==> src/rtl/dmux_stream_pkg.sv <==
// ============================================================================
// Module : dmux_stream_pkg
// Brief  : Steering-mode encodings and target decode for the dmux stream router.
// Rev    : 1.0  initial release
// ============================================================================
`timescale 1ns/1ps
`default_nettype none

package dmux_stream_pkg;

    typedef enum logic [1:0] {
        MODE_SEL = 2'b00,
        MODE_ALT = 2'b01,
        MODE_Y0  = 2'b10,
        MODE_Y1  = 2'b11
    } mode_e;

    // Returns the output index (0 or 1) a word is steered to.
    function automatic logic route_target(input logic [1:0] mode,
                                          input logic       sel,
                                          input logic       toggle);
        logic t;
        t = 1'b0;
        case (mode)
            MODE_SEL: t = sel;
            MODE_ALT: t = toggle;
            MODE_Y0:  t = 1'b0;
            default:  t = 1'b1;
        endcase
        return t;
    endfunction

endpackage

`default_nettype wire

==> src/rtl/dmux_stream_slot.sv <==
// ============================================================================
// Module : dmux_slot
// Brief  : One-entry output holding register with valid/ready and handshake counter.
// Rev    : 1.0  initial release
// ============================================================================
`timescale 1ns/1ps
`default_nettype none

module dmux_slot #(
    parameter int WIDTH = 8,
    parameter int CNT_W = 8
) (
    input  logic             clk,
    input  logic             rst_n,
    input  logic             load_i,
    input  logic [WIDTH-1:0] data_i,
    input  logic             ready_i,
    output logic [WIDTH-1:0] data_o,
    output logic             valid_o,
    output logic [CNT_W-1:0] cnt_o
);

    logic [WIDTH-1:0] data_q,  data_d;
    logic             valid_q, valid_d;
    logic [CNT_W-1:0] cnt_q,   cnt_d;
    logic             drain;

    assign drain = valid_q & ready_i;

    always_comb begin
        valid_d = valid_q;
        data_d  = data_q;
        cnt_d   = cnt_q + {{(CNT_W-1){1'b0}}, drain};
        if (drain) begin
            valid_d = 1'b0;
        end
        // A load in the drain cycle keeps the slot full for back-to-back flow.
        if (load_i) begin
            valid_d = 1'b1;
            data_d  = data_i;
        end
    end

    always_ff @(posedge clk or negedge rst_n) begin
        if (!rst_n) begin
            data_q  <= '0;
            valid_q <= 1'b0;
            cnt_q   <= '0;
        end else begin
            data_q  <= data_d;
            valid_q <= valid_d;
            cnt_q   <= cnt_d;
        end
    end

    assign data_o  = data_q;
    assign valid_o = valid_q;
    assign cnt_o   = cnt_q;

endmodule

`default_nettype wire

==> src/rtl/dmux_stream.sv <==
// ============================================================================
// Module : dmux_stream
// Brief  : Registered 1:2 valid/ready stream router with per-output counters.
// Rev    : 1.0  initial release
// ============================================================================
`timescale 1ns/1ps
`default_nettype none

module dmux_stream
    import dmux_stream_pkg::*;
#(
    parameter int WIDTH = 8,
    parameter int CNT_W = 8
) (
    input  logic             clk,
    input  logic             rst_n,
    input  logic [1:0]       mode,
    input  logic [WIDTH-1:0] a,
    input  logic             sel,
    input  logic             a_valid,
    output logic             a_ready,
    output logic [WIDTH-1:0] y0,
    output logic             y0_valid,
    input  logic             y0_ready,
    output logic [WIDTH-1:0] y1,
    output logic             y1_valid,
    input  logic             y1_ready,
    output logic [CNT_W-1:0] cnt0,
    output logic [CNT_W-1:0] cnt1
);

    logic toggle_q, toggle_d;
    logic target;
    logic accept;

    assign target = route_target(mode, sel, toggle_q);

    // Head-of-line blocking: only the target slot's state gates the input.
    assign a_ready = target ? (~y1_valid | y1_ready) : (~y0_valid | y0_ready);
    assign accept  = a_valid & a_ready;

    always_comb begin
        toggle_d = toggle_q;
        if (accept && (mode == MODE_ALT)) begin
            toggle_d = ~toggle_q;
        end
    end

    always_ff @(posedge clk or negedge rst_n) begin
        if (!rst_n) begin
            toggle_q <= 1'b0;
        end else begin
            toggle_q <= toggle_d;
        end
    end

    dmux_slot #(
        .WIDTH (WIDTH),
        .CNT_W (CNT_W)
    ) u_slot0 (
        .clk     (clk),
        .rst_n   (rst_n),
        .load_i  (accept & ~target),
        .data_i  (a),
        .ready_i (y0_ready),
        .data_o  (y0),
        .valid_o (y0_valid),
        .cnt_o   (cnt0)
    );

    dmux_slot #(
        .WIDTH (WIDTH),
        .CNT_W (CNT_W)
    ) u_slot1 (
        .clk     (clk),
        .rst_n   (rst_n),
        .load_i  (accept & target),
        .data_i  (a),
        .ready_i (y1_ready),
        .data_o  (y1),
        .valid_o (y1_valid),
        .cnt_o   (cnt1)
    );

endmodule

`default_nettype wire

==> config.mk <==
export PLATFORM = sky130hd
export DESIGN_NAME = dmux_stream
export DESIGN_NICKNAME = d
export VERILOG_FILES = /design/src/rtl/dmux_stream_pkg.sv /design/src/rtl/dmux_stream_slot.sv /design/src/rtl/dmux_stream.sv
export SDC_FILE = /design/constraint.sdc
export NUM_CORES = 1
export LEC_CHECK = 0
export CAP_MARGIN = 15
export CORE_UTILIZATION = 43
export CTS_BUF_LIST = sky130_fd_sc_hd__clkbuf_4 sky130_fd_sc_hd__clkbuf_8
export DETAILED_ROUTE_END_ITERATION = 8
export GPL_ROUTABILITY_DRIVEN = 0
export PLACE_DENSITY = 0.77
export SYNTH_ARGS = -nofsm -noshare
export SYNTH_HDL_FRONTEND = slang
export SYNTH_SLANG_ARGS = --single-unit
==> constraint.sdc <==
create_clock -name clk -period 1.7 [get_ports clk]
set_clock_uncertainty 0.15 [all_clocks]
set_input_delay 0.34 -clock clk [delete_from_list [all_inputs] [get_ports clk]]
set_output_delay 0.34 -clock clk [all_outputs]
set_load 0.02 [all_outputs]
==> impl_metrics.py, run 1 <==
metrics = {
    "run_status": {
        "status": "finished, violations left",
        "violations": "setup timing",
    },
    "timing": {
        "setup_tns_ns": -0.256,
        "period_share_pct": 115,
        "report.final.slew_viol_count": 0,
        "min_period_ns": 1.96,
        "worst_slack_ns": -0.256,
        "tightestPinTransition_ns": 0.245,
        "slew_headroom_pct": 83.7,
        "fmaxAchievable_mhz": 511,
        "rsz0062_at_grt": "yes",
        "finalSetupViolations": 1,
        "hold_viol": 0,
    },
    "power": {
        "vdd_drop_max_v": 0.000716,
        "power_density_nw_per_um2": 1290,
        "leakagePower_nw": 1.10,
    },
    "clock_tree": {
        "clk_latency_ns": 0.34,
        "htree_levels": 2,
        "clkTransAtPathRegs_ns": 0.10,
        "cts.root.buffer_cell": "clkbuf_4",
        "cts_buffers": 5,
        "clock-sinks": 35,
        "clock_path_buffers": 2,
        "cts_tree": "yes",
    },
    "finish": {
        "nets": 187,
        "fill_cells": 236,
        "area_growth_pct": 53.9,
        "final_area_sq_um": 2220,
        "n_antenna_cell": 0,
        "drive_above_1_share_pct": 31.0,
    },
    "logic_synthesis": {
        "yosysUniqueCellTypes": 21,
        "synth_cells": 98,
        "yosysWarnings": 0,
        "syn_area_sq_um": 1440,
        "synth_nets": 118,
        "synth_seq_cells": 35,
        "yosysSeqAreaShare_pct": 60.7,
        "avgSynthCellArea_sq_um": 14.7,
    },
    "worst_setup_path": {
        "cp_max_fo": 2,
        "required_ns": 1.21,
        "crit_chain": "o21ai_2, and2_4, mux2_4, buf_6",
        "critPathArrivalTime_ns": 1.47,
        "path_class": "reg2out",
        "crit_path_end_kind": "output port",
        "cpPeakStageDelay_ns": 0.41,
        "cp_slowest_cell": "dfrtp_1",
        "crit_path_start_kind": "flip-flop",
    },
    "die": {
        "die_w_um": 59.9,
        "io_pins": 51,
        "design.die.area_sq_um": 3590,
        "core_area_sq_um": 3130,
        "die_h_um": 59.9,
        "start_util_pct": 46.1,
        "placementRows": 20,
    },
    "global_routing": {
        "globalRouteOverflowTotal": 0,
        "grt_pass1_vias": 1087,
        "track_usage_pct": 18.9,
        "antenna_found_initial": 0,
        "grt_pass1_wl_mm": 4.80,
        "grt_max_degree": 36,
    },
    "route": {
        "wirelength_mm": 2.89,
        "drtIter0Drc": 26,
        "vias": 1036,
        "first_pass_iters": 6,
        "drcViolationCount": 0,
        "vias_per_cell": 4.89,
        "ant_nets": 0,
        "wire_per_inst_um": 13.6,
    },
    "place": {
        "io_buffers": 50,
        "placed_area_sq_um": 2110,
        "hpwl_mm": 2.08,
        "pre_cts_ws_ns": -0.970,
    },
    "min_path": {
        "hold_path.class": "in2reg",
    },
    "flow_run": {
        "cap_violations": 0,
    },
}
Yosys cell counts:
library cell  number  area [sq um]
dfrtp_1           35           876
nand3_1            6          30.0
nand2b_1           3          18.8
mux2_2             9           101
and4_1             1          8.76
or3b_4             1          11.3
xor2_1             4          35.0
inv_1              1          3.75
o21ai_0            1          5.00
mux2_4             8           120
and2_1             3          18.8
xnor2_1            8          70.1
and3_1             3          18.8
o31ai_1            2          15.0
ha_1               4          50.1
buf_6              1          11.3
nand4_1            1          6.26
nor2b_1            1          6.26
nand2_1            4          15.0
a211o_1            1          8.76
nand4_2            1          12.5
final timing paths:
kind | start | cells after the start | slack [ns] | end
setup / recovery | toggle_q | 4 | -0.26 | a_ready
hold / removal | mode[0] | 3 | 0.14 | toggle_q
setup reg to reg | u_slot1.valid_o | 5 | 0.04 | u_slot1.data_o[5]
hold reg to reg | u_slot0.cnt_o[7] | 1 | 0.32 | u_slot0.cnt_o[7]
max in group asynchronous | rst_n | 2 | 1.00 | u_slot0.cnt_o[6]
min in group asynchronous | rst_n | 2 | 0.22 | toggle_q
flip-flops by register name (all words and copies together), names as in the netlist:
register,cells
u_slot0.cnt_o,8
u_slot0.data_o,8
u_slot1.cnt_o,8
u_slot1.data_o,8
toggle_q,1
u_slot0.valid_o,1
u_slot1.valid_o,1
cells in the final DEF, fill, tap and decap left out, drive strengths merged, types with 4 or more instances in the layout:
cell / instances
dfrtp: 35
dlygate4sd2: 33
mux2: 17
buf: 15
clkdlybuf4s50: 11
clkbuf: 10
xnor2: 8
nand3: 6
xor2: 4
nand2: 4
ha: 4
timing repair:
action	in CTS	in global routing
gates cloned	0	1
pin swaps	4	2
hold buffers	0	0
buffers inserted	1	0
endpoints found under the setup margin	54	12
gates resized for setup	61	11
metal layers:
layer  GRT usage (%)  wire [um]  vias to the layer above
li1                -          -                      484
met1            20.2       1180                      504
met2            32.1       1430                       42
met3            9.31        242                        6
met4            6.98         36                        0
met5               0          0                        -
critical path: cells and delay by family (launching register included):
family          cells  cell delay, ns
buf+inv             1            0.13
compound gates      1            0.13
mux                 1            0.30
simple gates        1            0.16
flops               1            0.41
power breakdown:
| group | internal (mW) | switching, mW | total, mW | leakage, nW |
|---|---|---|---|---|
| Sequential | 1.07 | 0.194 | 1.26 | 0.431 |
| Clock | 0.259 | 0.262 | 0.522 | 0.0420 |
| Combinational | 0.525 | 0.548 | 1.07 | 0.627 |
cells by family after synthesis:
| family | Yosys count | share of synthesized area (%) |
|---|---|---|
| flip-flops | 35 | 60.7 |
| AND/OR/NAND/NOR | 24 | 10.1 |
| multiplexers | 17 | 15.4 |
| XOR/XNOR | 12 | 7.29 |
| AO/OA/AOI/OAI | 4 | 1.99 |
| adder cells (fa/ha/maj) | 4 | 3.47 |
| buffers and inverters | 2 | 1.04 |
metrics by stage:
step / hold WS (ns) / power, mW / std cells / util [%]
5_1_grt: 0.140 / 3.03 / 212 / 71.0
6_report: 0.138 / 2.86 / 212 / 71.0
3_5_place_dp: 0.313 / 2.48 / 204 / 67.4
2_1_floorplan: -0.106 / 1.82 / 98 / -
4_1_cts: 0.157 / 2.87 / 213 / 69.8
3_3_place_gp: 0.313 / 2.44 / 204 / 67.4
area by class of cell:
class / count / area, sq um / area share (%)
inverters: 1 / 3.75 / 0.169
repair buffers: 63 / 606 / 27.3
well taps: 44 / 55.1 / 2.48
clock buffers: 8 / 72.6 / 3.27
multi-input cells: 61 / 607 / 27.3
flip-flops and latches: 35 / 876 / 39.5
Power figures use the tool's default switching activity.
==> run 2: changes to the inputs <==
--- a/config.mk
+++ b/config.mk
@@ -5,12 +5,12 @@
 export SDC_FILE = /design/constraint.sdc
 export NUM_CORES = 1
 export LEC_CHECK = 0
-export CAP_MARGIN = 15
+export CORE_MARGIN = 5
 export CORE_UTILIZATION = 43
 export CTS_BUF_LIST = sky130_fd_sc_hd__clkbuf_4 sky130_fd_sc_hd__clkbuf_8
 export DETAILED_ROUTE_END_ITERATION = 8
 export GPL_ROUTABILITY_DRIVEN = 0
-export PLACE_DENSITY = 0.77
+export PLACE_DENSITY = 0.86
 export SYNTH_ARGS = -nofsm -noshare
 export SYNTH_HDL_FRONTEND = slang
 export SYNTH_SLANG_ARGS = --single-unit
==> impl_metrics.py, run 2 (synthesis gave the netlist of run 1 again) <==
metrics = {
    "timing": {
        "period_share_pct": 117,
        "rsz0062_at_grt": "yes",
        "finalSetupViolations": 9,
        "slew_headroom_pct": 82.7,
        "tightestPinTransition_ns": 0.258,
        "min_period_ns": 1.98,
        "fmaxAchievable_mhz": 505,
        "hold_viol": 0,
        "setup_tns_ns": -1.14,
        "report.final.slew_viol_count": 0,
        "worst_slack_ns": -0.281,
    },
    "global_routing": {
        "track_usage_pct": 16.5,
        "antenna_found_initial": 0,
        "globalRouteOverflowTotal": 0,
        "grt_max_degree": 36,
        "grt_pass1_wl_mm": 5.54,
        "grt_pass1_vias": 1193,
    },
    "worst_setup_path": {
        "crit_path_end_kind": "output port",
        "path_class": "in2out",
        "timing.rr.start": "toggle_q",
        "cp_num_buf_inv": 2,
        "cp-startpoint": "sel",
        "cp_slowest_cell": "or3b_4",
        "required_ns": 1.21,
        "cp_max_fo": 2,
        "crit_path_start_kind": "input port",
        "crit_chain": "clkdlybuf4s15_1, or3b_4, and2_4, mux2_4, buf_6",
        "cpPeakStageDelay_ns": 0.38,
        "critPathArrivalTime_ns": 1.49,
        "crit_family": "simple AND/OR/NAND/NOR gates",
    },
    "finish": {
        "n_antenna_cell": 0,
        "multi_input_area_sq_um": 603,
        "final_area_sq_um": 2180,
        "layout_commonest_cell": "dfrtp_1",
        "drive_above_1_share_pct": 29.6,
        "final_cell_mix": "dfrtp_1, dlygate4sd2_1, clkdlybuf4s50_1, buf_4, mux2_4",
        "ff_latch_area_sq_um": 876,
        "nets": 189,
        "area_growth_pct": 51.4,
        "fill_cells": 261,
        "final_util_pct": 66.5,
    },
    "clock_tree": {
        "cts_buffers": 5,
        "cts_tree": "yes",
        "clkTransAtPathRegs_ns": 0.10,
        "cts.root.buffer_cell": "clkbuf_4",
        "htree_levels": 2,
        "clk_latency_ns": 0.33,
        "cts_hold_buffers": 0,
        "clock-sinks": 35,
        "clock_path_buffers": 2,
    },
    "route": {
        "wirelength_mm": 3.36,
        "vias_per_cell": 4.87,
        "wire_per_inst_um": 15.6,
        "drtIter0Drc": 31,
        "first_pass_iters": 6,
        "ant_nets": 0,
        "vias": 1047,
        "drcViolationCount": 0,
    },
    "min_path": {
        "hp-start": "mode[0]",
        "hold_path.class": "in2reg",
    },
    "die": {
        "placementRows": 21,
        "die_w_um": 67.9,
        "core_area_sq_um": 3280,
        "start_util_pct": 43.9,
        "io_pins": 51,
        "die_h_um": 67.9,
        "design.die.area_sq_um": 4610,
    },
    "place": {
        "hpwl_mm": 2.47,
        "placed_area_sq_um": 2100,
        "io_buffers": 50,
    },
    "power": {
        "vdd_drop_max_v": 0.000746,
        "power_density_nw_per_um2": 1290,
        "leakagePower_nw": 1.09,
    },
    "run_status": {
        "violations": "setup timing",
        "status": "finished, violations left",
    },
    "flow_run": {
        "cap_violations": 0,
    },
}
run 2: cell type report:
type                       instances  share of cell area [%]
tap                               46                    2.63
clock buffer                       6                    2.35
clock inverter                     1                   0.229
multi-input combinational         61                    27.6
inverter                           1                   0.172
timing repair buffer              65                    26.9
sequential                        35                    40.1
run 2: metrics by stage:
stage                     power, mW  hold WS (ns)  instances  worst slack (ns)
after floorplan                1.82        -0.106         98          -0.00138
after detailed placement       2.49         0.320        206            -0.964
after global routing           3.01         0.205        215            -0.321
after CTS                      2.84         0.171        215            -0.286
after global placement         2.44         0.311        206            -0.914
final                          2.82         0.202        215            -0.281
run 2: final timing paths:
path                                     end  cells past startpoint  slack (ns)
max                                  a_ready                      5       -0.28
min                                 toggle_q                      3        0.20
max reg2reg                u_slot1.data_o[0]                      5        0.05
min reg2reg                 u_slot1.cnt_o[7]                      1        0.32
max in group asynchronous   u_slot1.cnt_o[6]                      2        1.01
min in group asynchronous   u_slot0.cnt_o[0]                      2        0.22
run 2: worst min-delay path, stage by stage:
cell and delay, ns:
buf_2 0.13, nand2b_1 0.10, o31ai_1 0.08
run 2: where the power goes:
group          internal, mW  total (mW)  switching, mW
clock network         0.192       0.457          0.265
logic                 0.524        1.09          0.567
registers              1.07        1.27          0.205
run 2: what timing repair did:
item                       CTS  global route
setup endpoints to repair   53            14
pin swaps                    4             5
gates resized for setup     62             6
buffers inserted             2             2
run 2: layer usage:
| metal | vias up | global-route usage (%) | routed length [um] | share of wire [%] |
|---|---|---|---|---|
| met4 | 0 | 6.20 | 58 | 1.7 |
| li1 | 483 | - | - | - |
| met1 | 496 | 17.4 | 1310 | 39 |
| met5 | - | 0 | 0 | 0 |
| met3 | 10 | 8.21 | 380 | 11 |
| met2 | 58 | 28.3 | 1610 | 48 |
